### src/rtl/fetch_unit_pkg.sv
// Shared definitions for the instruction fetch stage: widths, reset PC,
// the buffered fetch entry and the discard-tracking FSM states.
package fetch_unit_pkg;
  localparam int unsigned XLEN       = 32;
  localparam int unsigned INST_BYTES = 4;
  localparam logic [XLEN-1:0] RESET_PC_DEFAULT = '0;

  typedef struct packed {
    logic [XLEN-1:0] pc;
    logic [XLEN-1:0] data;
  } fetch_entry_t;

  typedef enum logic {
    ST_RUN,
    ST_DRAIN
  } fetch_state_t;
endpackage

### src/rtl/fetch_fifo.sv
// Synchronous FIFO for fetched {pc, data} entries; flush wins over push and
// a push is accepted when full only if a pop frees a slot on the same edge.
module fetch_fifo #(
  parameter int unsigned DEPTH = 4,
  parameter int unsigned WIDTH = 64
) (
  input  logic                   clk,
  input  logic                   rst_n,
  input  logic                   i_push,
  input  logic                   i_pop,
  input  logic                   i_flush,
  input  logic [WIDTH-1:0]       i_wdata,
  output logic [WIDTH-1:0]       o_rdata,
  output logic [$clog2(DEPTH):0] o_count,
  output logic                   o_empty,
  output logic                   o_full
);
  localparam int unsigned PTR_W = $clog2(DEPTH);
  localparam int unsigned CNT_W = PTR_W + 1;

  logic [WIDTH-1:0] r_mem [DEPTH];
  logic [PTR_W-1:0] r_rd_ptr;
  logic [PTR_W-1:0] r_wr_ptr;
  logic [CNT_W-1:0] r_count;
  logic             w_do_pop;
  logic             w_do_push;

  assign w_do_pop  = i_pop && (r_count != '0);
  assign w_do_push = i_push && ((r_count != CNT_W'(DEPTH)) || w_do_pop);

  always_ff @(posedge clk or negedge rst_n) begin
    if (!rst_n) begin
      r_rd_ptr <= '0;
      r_wr_ptr <= '0;
      r_count  <= '0;
    end else if (i_flush) begin
      r_rd_ptr <= '0;
      r_wr_ptr <= '0;
      r_count  <= '0;
    end else begin
      if (w_do_push) r_wr_ptr <= r_wr_ptr + PTR_W'(1);
      if (w_do_pop)  r_rd_ptr <= r_rd_ptr + PTR_W'(1);
      r_count <= r_count + CNT_W'(w_do_push) - CNT_W'(w_do_pop);
    end
  end

  always_ff @(posedge clk) begin
    if (w_do_push && !i_flush) r_mem[r_wr_ptr] <= i_wdata;
  end

  assign o_rdata = r_mem[r_rd_ptr];
  assign o_count = r_count;
  assign o_empty = (r_count == '0);
  assign o_full  = (r_count == CNT_W'(DEPTH));
endmodule

### src/rtl/fetch_unit.sv
// Instruction fetch: credit-limited in-order requests, response buffering,
// and redirect handling that drops every response issued before the jump.
module fetch_unit
  import fetch_unit_pkg::*;
#(
  parameter logic [31:0] RESET_PC = RESET_PC_DEFAULT,
  parameter int unsigned DEPTH    = 4
) (
  input  logic        CLK,
  input  logic        RST,
  output logic        INST_RDEN,
  output logic [31:0] INST_RADDR,
  input  logic        INST_RVALID,
  input  logic [31:0] INST_RDATA,
  input  logic        MEM_WAIT,
  input  logic        JMP_DO,
  input  logic [31:0] JMP_PC,
  output logic        FETCH_VALID,
  output logic [31:0] FETCH_PC,
  output logic [31:0] FETCH_DATA,
  input  logic        FETCH_READY
);
  localparam int unsigned CNT_W = $clog2(DEPTH) + 1;

  fetch_state_t     r_state, w_state_nxt;
  logic [31:0]      r_fetch_pc, r_resp_pc;
  logic [CNT_W-1:0] r_outstanding, r_discard;
  logic [CNT_W-1:0] w_out_nxt, w_discard_nxt;
  logic [CNT_W-1:0] w_fifo_count;
  logic [CNT_W:0]   w_credit_used;
  logic             w_fifo_empty, w_fifo_full;
  logic             w_rden, w_accept, w_stale, w_push, w_pop;
  logic [31:0]      w_jmp_target;
  fetch_entry_t     w_wentry, w_rentry;

  assign w_jmp_target  = JMP_PC & ~32'h3;
  assign w_credit_used = {1'b0, w_fifo_count} + {1'b0, r_outstanding};
  assign w_rden   = RST && !JMP_DO && !w_fifo_full
                 && (w_credit_used < (CNT_W+1)'(DEPTH));
  assign w_accept = w_rden && !MEM_WAIT;
  // A response racing a redirect belongs to the old stream as well.
  assign w_stale  = INST_RVALID && ((r_state == ST_DRAIN) || JMP_DO);
  assign w_push   = INST_RVALID && !w_stale;
  assign w_pop    = FETCH_VALID && FETCH_READY;
  assign w_wentry = '{pc: r_resp_pc, data: INST_RDATA};

  always_comb begin
    w_out_nxt     = r_outstanding + CNT_W'(w_accept) - CNT_W'(INST_RVALID);
    w_discard_nxt = r_discard;
    if (JMP_DO)
      w_discard_nxt = w_out_nxt;
    else if (INST_RVALID && (r_state == ST_DRAIN))
      w_discard_nxt = r_discard - CNT_W'(1);
    w_state_nxt = (w_discard_nxt != '0) ? ST_DRAIN : ST_RUN;
  end

  always_ff @(posedge CLK or negedge RST) begin
    if (!RST) begin
      r_state       <= ST_RUN;
      r_fetch_pc    <= RESET_PC;
      r_resp_pc     <= RESET_PC;
      r_outstanding <= '0;
      r_discard     <= '0;
    end else begin
      r_state       <= w_state_nxt;
      r_outstanding <= w_out_nxt;
      r_discard     <= w_discard_nxt;
      if (JMP_DO) begin
        r_fetch_pc <= w_jmp_target;
        r_resp_pc  <= w_jmp_target;
      end else begin
        if (w_accept) r_fetch_pc <= r_fetch_pc + 32'(INST_BYTES);
        if (w_push)   r_resp_pc  <= r_resp_pc + 32'(INST_BYTES);
      end
    end
  end

  fetch_fifo #(
    .DEPTH (DEPTH),
    .WIDTH ($bits(fetch_entry_t))
  ) u_fifo (
    .clk     (CLK),
    .rst_n   (RST),
    .i_push  (w_push),
    .i_pop   (w_pop),
    .i_flush (JMP_DO),
    .i_wdata (w_wentry),
    .o_rdata (w_rentry),
    .o_count (w_fifo_count),
    .o_empty (w_fifo_empty),
    .o_full  (w_fifo_full)
  );

  assign INST_RDEN   = w_rden;
  assign INST_RADDR  = r_fetch_pc;
  assign FETCH_VALID = !w_fifo_empty;
  assign FETCH_PC    = FETCH_VALID ? w_rentry.pc   : '0;
  assign FETCH_DATA  = FETCH_VALID ? w_rentry.data : '0;
endmodule
### config.mk
export PLATFORM = sky130hd
export DESIGN_NAME = fetch_unit
export DESIGN_NICKNAME = d
export VERILOG_FILES = /design/src/rtl/fetch_unit_pkg.sv /design/src/rtl/fetch_fifo.sv /design/src/rtl/fetch_unit.sv
export SDC_FILE = /design/constraint.sdc
export NUM_CORES = 1
export LEC_CHECK = 0
export BUFFER_PORTS_ARGS = -buffer_cell sky130_fd_sc_hd__buf_4
export CAP_MARGIN = 20
export CORE_MARGIN = 2
export CORE_UTILIZATION = 45
export DETAILED_ROUTE_END_ITERATION = 10
export HOLD_SLACK_MARGIN = 0.02
export MAX_ROUTING_LAYER = met4
export PLACE_DENSITY = 0.73
export SETUP_SLACK_MARGIN = 0.4
export SLEW_MARGIN = 20
export SYNTH_ARGS = -nofsm -noshare
export SYNTH_HDL_FRONTEND = slang
export SYNTH_SLANG_ARGS = --single-unit
### constraint.sdc
create_clock -name CLK -period 4.1 [get_ports CLK]
set_input_delay 0.205 -clock CLK [delete_from_list [all_inputs] [get_ports CLK]]
set_output_delay 0.205 -clock CLK [all_outputs]
set_load 0.01 [all_outputs]
==> impl_metrics.py, run 1 <==
metrics = {
    "run_status": {
        "status": "finished clean",
    },
    "global_routing": {
        "grt_max_degree": 75,
        "grt_pass1_vias": 8300,
        "antenna_found_initial": 0,
        "overflow": 0,
        "grt_pass1_wl_um": 45870,
        "grt_util_all_layers": 0.1904,
    },
    "yosys": {
        "avgSynthCellArea_um2": 15.78,
        "ys_ff_latch": 322,
        "synth_cell_types": 55,
        "synth_cells": 874,
        "syn_area_um2": 13790,
        "synthArstFlopShare": 0.2298,
        "synth_edf_count": 248,
        "seq_area_frac_synth": 0.6743,
        "ys.flop_type": "edfxtp_1",
        "yosys_warnings": 0,
    },
    "detailed_routing": {
        "ant_nets": 0,
        "vias_per_cell": 5.449,
        "wire_per_inst_um": 19.22,
        "dr.pass1.iters": 4,
        "routed_wl_um": 29310,
        "vias": 8309,
        "drt_iter0_markers": 681,
        "drc": 0,
    },
    "placement": {
        "finalWeightedCongestion": 0.8995,
        "portBuffers": 161,
        "dp_cells": 1403,
        "hpwlAfterDp_um": 18370,
    },
    "clocking": {
        "clk_pin_slew_ps": 60,
        "cts-buffers-inserted": 31,
        "clock_path_buffers": 3,
        "cts.sinks": 322,
        "clk_latency_ps": 550,
        "h-tree-depth": 1,
        "cts-root-buf": "clkbuf_16",
        "cts_tree": "done",
    },
    "pwr": {
        "p_leak_nw": 6.157,
        "pwr-share-comb": 0.248,
        "seqPwrFrac": 0.442,
        "clock_power_share": 0.310,
        "p_sw_frac": 0.2760,
        "power.density_nw_per_um2": 530.6,
        "intPower_w": 0.006560,
        "p_switching_w": 0.002501,
        "ir_drop_mv": 0.3269,
    },
    "layout": {
        "n_antenna_cell": 0,
        "layout_commonest_cell": "edfxtp_1",
        "nets": 1190,
        "utilization": 0.5627,
        "drive_gt1_frac": 0.2772,
        "mostFrequentLayoutCells": "edfxtp_1 (248), buf_4 (179), dfrtp_1 (72)",
        "syn_to_final_growth_pct": 23.84,
        "fin_cells": 1525,
    },
    "sta": {
        "skew_ps": 11.75,
        "fin_tns_setup_ps": 0,
        "worst_pin_slew_ps": 970.6,
        "slew_viol_final": 0,
        "rsz0062_at_grt": "false",
        "hold_viol_final": 0,
        "fmax_mhz": 285.9,
        "maxSlewHeadroom": 0.3529,
        "min_period_over_period": 0.8530,
        "setup_violations": 0,
        "final.min_clock_period_ps": 3497,
        "hold_ws_ps": 107.7,
    },
    "setup_path": {
        "rr_endpoint": "r_state",
        "path_cells": "ha_1, or3_1, or3_1, nor2_4, inv_2, ha_1, inv_1, ha_1, fa_1, xnor2_1, nand2_1, o21ai_0, or3_1",
        "r2r_start": "u_fifo.o_count[2]",
        "timing_worst_setup_path_type": "reg2reg",
        "crit_path_start": "u_fifo.o_count[2]",
        "worst_r2r_path_depth": 13,
        "worstSetupEndpoint": "r_state",
        "cpPeakStageDelay_ps": 520,
        "end_kind": "flip-flop",
        "start_kind": "flip-flop",
        "critPathMaxFanout": 9,
        "rrSetupSlack_ps": 600,
        "worst_ep_required_time_ps": 4530,
        "cp_slowest_cell": "or3_1",
        "worstPathArrival_ps": 3920,
    },
    "floorplanning": {
        "start_util": 0.4544,
        "io_pins": 168,
        "core_area_um2": 30350,
        "design.die.area_um2": 32060,
        "die_h_um": 179.1,
        "rows": 64,
        "die_w_um": 179.1,
    },
    "hold_path": {
        "hp-class": "in2reg",
    },
    "run": {
        "max_cap_violations": 0,
    },
}
-- per-stage QoR --
step / setup WS, ps / total power (W) / cell area, µm²
2_1_floorplan: 799.1 / 0.005319 / 13800
5_1_grt: 420.2 / 0.009536 / 17080
3_3_place_gp: 560.7 / 0.006270 / 15430
6_report: 602.7 / 0.009061 / 17080
4_1_cts: 482.2 / 0.009152 / 17050
3_5_place_dp: 500.5 / 0.006301 / 15430
-- worst min-delay path by stage --
| stage | cells past startpoint | startpoint | slack (ps) | to |
|---|---|---|---|---|
| after CTS | 3 | JMP_PC[18] | 80 | INST_RADDR[18] |
| after global routing | 3 | JMP_PC[16] | 120 | INST_RADDR[16] |
| after detailed placement | 1 | INST_RDATA[9] | 410 | u_fifo.r_mem[1][9] |
| after global placement | 1 | INST_RDATA[11] | 410 | u_fifo.r_mem[0][11] |
| final | 3 | JMP_PC[16] | 110 | INST_RADDR[16] |
| after floorplan | 0 | RST | -90 | INST_RADDR[10] |
-- area by class of cell --
cell class	instances	area, µm²
Sequential cell	322	9304
Clock inverter	23	221.5
Inverter	28	105.1
Fill cell	2368	13270
Tap cell	396	495.5
Clock buffer	34	787.0
Timing Repair Buffer	241	1974
Multi-Input combinational cell	481	4192
-- logic make-up (layout without fill, tap and decap cells) --
group	count (synthesis)	count (layout)	synth area share
flip-flops	322	322	0.6743
AO/OA/AOI/OAI	74	74	0.03520
other	1	4	0.0002719
XOR/XNOR	41	41	0.02604
adder cells (fa/ha/maj)	15	15	0.01470
AND/OR/NAND/NOR	264	264	0.1085
multiplexers	83	83	0.1179
buffers and inverters	74	326	0.02304
-- synthesized netlist by cell type (11+ instances only) --
| library cell | n | area share |
|---|---|---|
| edfxtp_1 | 248 | 0.54 |
| dfrtp_1 | 74 | 0.13 |
| and2_1 | 71 | 0.032 |
| mux4_2 | 62 | 0.10 |
| nand2_1 | 48 | 0.013 |
| nand3_1 | 34 | 0.012 |
| clkbuf_1 | 29 | 0.0079 |
| nand4_1 | 28 | 0.013 |
| o21ai_0 | 28 | 0.010 |
| inv_1 | 25 | 0.0068 |
| xnor2_1 | 22 | 0.014 |
| nor2_1 | 20 | 0.0054 |
| xor2_1 | 19 | 0.012 |
| ha_1 | 13 | 0.012 |
| mux2_2 | 11 | 0.0090 |
-- layer usage --
layer | part of all wire | track usage
met2 | 0.46 | 0.2931
met3 | 0.071 | 0.02969
met4 | 0.012 | 0.03726
met1 | 0.45 | 0.2727
met5 | 0 | -
-- repair_timing --
item | CTS | global route
endpoints found under the setup margin | 0 | 1
hold buffers | 61 | 0
endpoints found under the hold margin | 254 | 0
setup buffers | 0 | 4
gates resized for setup | 0 | 0
-- state kept, by name, summed over array words and instances, names as in the netlist --
signal           flops
INST_RADDR          30
r_discard            3
r_outstanding        3
r_resp_pc           30
r_state              1
u_fifo.o_count       3
u_fifo.r_mem       248
u_fifo.r_rd_ptr      2
u_fifo.r_wr_ptr      2
-- critical path: cells and delay by family, from the launching register on --
family | cells | cell delay, ps
simple gates | 5 | 1470
fa+ha+maj | 4 | 1100
flops | 1 | 440
xor+xnor | 1 | 160
compound gates | 1 | 110
buf+inv | 2 | 90
-- power by group through the flow --
stage               combinational (W)  clock, W  sequential, W
finish                        0.00224   0.00281        0.00401
floorplan                     0.00140         0        0.00392
global route                  0.00248   0.00301        0.00405
global placement              0.00220         0        0.00407
CTS                           0.00228   0.00286        0.00402
detailed placement            0.00222         0        0.00408
(Power assumes the default switching activity.)
==> run 2: changes to the inputs <==
CORE_MARGIN = default   (was 2)
==> run 2 against run 1 <==
- sequential power hardly changed
- cell area is 0.51% higher
- clock skew is 5.3 ps higher
- final cell count is 0.52% lower
- setup slack better by 87 ps
==> impl_metrics.py, run 2 (synthesis gave the netlist of run 1 again) <==
metrics = {
    "hold_path": {
        "hp-class": "in2reg",
    },
    "sta": {
        "worst_pin_slew_ps": 967.4,
        "slew_viol_final": 0,
        "rsz0062_at_grt": "false",
        "fin_ws_ps": 690.1,
        "fmax_mhz": 293.3,
        "final.min_clock_period_ps": 3410,
        "maxSlewHeadroom": 0.3551,
        "hold_viol_final": 0,
        "min_period_over_period": 0.8317,
        "skew_ps": 17.05,
        "setup_violations": 0,
        "fin_tns_setup_ps": 0,
        "hold_ws_ps": 47.52,
    },
    "detailed_routing": {
        "wire_per_inst_um": 19.31,
        "vias_per_cell": 5.494,
        "dr.pass1.iters": 5,
        "vias": 8334,
        "drc": 0,
        "drt_iter0_markers": 642,
        "routed_wl_um": 29290,
        "ant_nets": 0,
    },
    "global_routing": {
        "met2_usage": 0.3032,
        "grt_pass1_vias": 8400,
        "grt_util_all_layers": 0.1979,
        "grt_max_degree": 75,
        "grtUsageMet1": 0.2792,
        "grt_busiest_layer": "met2",
        "antenna_found_initial": 0,
        "grt_pass1_wl_um": 46170,
        "overflow": 0,
        "use_met3": 0.03136,
    },
    "setup_path": {
        "worst_r2r_path_depth": 13,
        "r2r_start": "u_fifo.o_count[2]",
        "path_buf_inv": 2,
        "start_kind": "flip-flop",
        "worstSetupEndpoint": "r_state",
        "timing_worst_setup_path_type": "reg2reg",
        "end_kind": "flip-flop",
        "cp_slowest_cell": "dfrtp_1",
        "worstPathArrival_ps": 3790,
        "worst_ep_required_time_ps": 4480,
        "crit_path_start": "u_fifo.o_count[2]",
        "rr_endpoint": "r_state",
        "cpPeakStageDelay_ps": 440,
        "rrSetupSlack_ps": 690,
        "critPathMaxFanout": 15,
        "cp_common_cell": "ha_1",
        "crit_family": "simple AND/OR/NAND/NOR gates",
        "path_cells": "ha_1, or3_1, or3_4, nor2_4, inv_2, ha_1, inv_1, ha_1, fa_1, xnor2_1, nand2_1, o21ai_0, or3_1",
        "cp.depth": 13,
    },
    "layout": {
        "regMostFlops": "u_fifo.r_mem",
        "ff_latch_area_um2": 9304,
        "multi_input_area_um2": 4197,
        "num-fill-cells": 2283,
        "nets": 1188,
        "mostFrequentLayoutCells": "edfxtp_1 (248), buf_4 (173), dfrtp_1 (72)",
        "syn_to_final_growth_pct": 24.47,
        "drive_gt1_frac": 0.2768,
        "layout_commonest_cell": "edfxtp_1",
        "n_antenna_cell": 0,
        "largest_reg_flops": 248,
        "fin_cells": 1517,
        "finalInstanceArea_um2": 17170,
    },
    "placement": {
        "dp_slack_ps": 583.2,
        "finalWeightedCongestion": 0.9117,
        "dp_cells": 1399,
        "portBuffers": 161,
        "placed_cell_area_um2": 15490,
        "hpwlAfterDp_um": 18650,
    },
    "pwr": {
        "ir_drop_mv": 0.2671,
        "seqPwrFrac": 0.434,
        "power.density_nw_per_um2": 537.6,
        "p_leak_nw": 6.195,
        "p_sw_frac": 0.2701,
        "intPower_w": 0.006735,
        "clock_power_share": 0.323,
        "p_switching_w": 0.002493,
        "pwr-share-comb": 0.243,
    },
    "clocking": {
        "clk_latency_ps": 500,
        "cts.sinks": 322,
        "cts_setup_buffers": 0,
        "clk_pin_slew_ps": 60,
        "cts-root-buf": "clkbuf_16",
        "clock_path_buffers": 3,
        "cts-buffers-inserted": 34,
        "cts_tree": "done",
        "h-tree-depth": 2,
    },
    "run": {
        "max_cap_violations": 0,
    },
    "run_status": {
        "status": "finished clean",
    },
    "floorplanning": {
        "io_pins": 168,
        "rows": 63,
        "die_h_um": 177.1,
        "die_w_um": 177.1,
        "core_area_um2": 29870,
        "design.die.area_um2": 31350,
        "start_util": 0.4616,
    },
}
run 2: cell count changes in the layout (fill, tap and decap cells not counted), moves of 2 or more:
cell,delta
buf_4,-6
clkbuf_1,+6
buf_12,+4
clkbuf_16,+4
clkbuf_8,+3
clkinv_1,-3
dlygate4sd3_1,-3
clkinv_2,-2
clkinvlp_4,-2
run 2: area by class of cell:
class | instances | area share
clock buffer | 47 | 0.05540
sequential | 322 | 0.5420
timing repair buffer | 236 | 0.1153
multi-input combinational | 481 | 0.2445
inverter | 28 | 0.006123
clock inverter | 13 | 0.008237
tap | 390 | 0.02843
run 2: repair_timing:
action                                  in CTS  in global routing
endpoints found under the setup margin       0                  1
endpoints found under the hold margin      181                  0
resized for setup                            0                  1
hold buffers                                58                  0
run 2: worst register-to-register path, cell delays in order, from the launching register on:
cell	delay, ps
dfrtp_1	440
ha_1	290
or3_1	330
or3_4	440
nor2_4	110
inv_2	130
ha_1	300
inv_1	40
ha_1	180
fa_1	370
xnor2_1	160
nand2_1	80
o21ai_0	110
or3_1	330
run 2: metal layers:
layer	vias up	wire [µm]
met5	-	0
met1	4187	13290
met2	306	13710
li1	3801	-
met4	0	385
met3	40	1907
run 2: stage by stage:
step	total power, W	util
detailed placement	0.006301	0.5184
global route	0.009684	0.5746
global placement	0.006259	0.5184
CTS	0.009338	0.5744
finish	0.009227	0.5746
floorplan	0.005319	-
run 2: how the worst min path moves through the flow:
stage | cells past startpoint | endpoint | startpoint
final | 3 | r_resp_pc[23] | JMP_PC[23]
after global routing | 3 | INST_RADDR[15] | JMP_PC[15]
after CTS | 3 | r_resp_pc[23] | JMP_PC[23]
after detailed placement | 1 | u_fifo.r_mem[1][14] | INST_RDATA[14]
after global placement | 1 | u_fifo.r_mem[2][30] | INST_RDATA[30]
after floorplan | 0 | INST_RADDR[10] | RST
run 2: power by group through the flow:
stage,clock (W),combinational (W),sequential [W]
final,0.00298,0.00224,0.00400
after global routing,0.00317,0.00247,0.00404
after CTS,0.00305,0.00228,0.00401
after detailed placement,0,0.00223,0.00407
after global placement,0,0.00220,0.00406
after floorplan,0,0.00140,0.00392
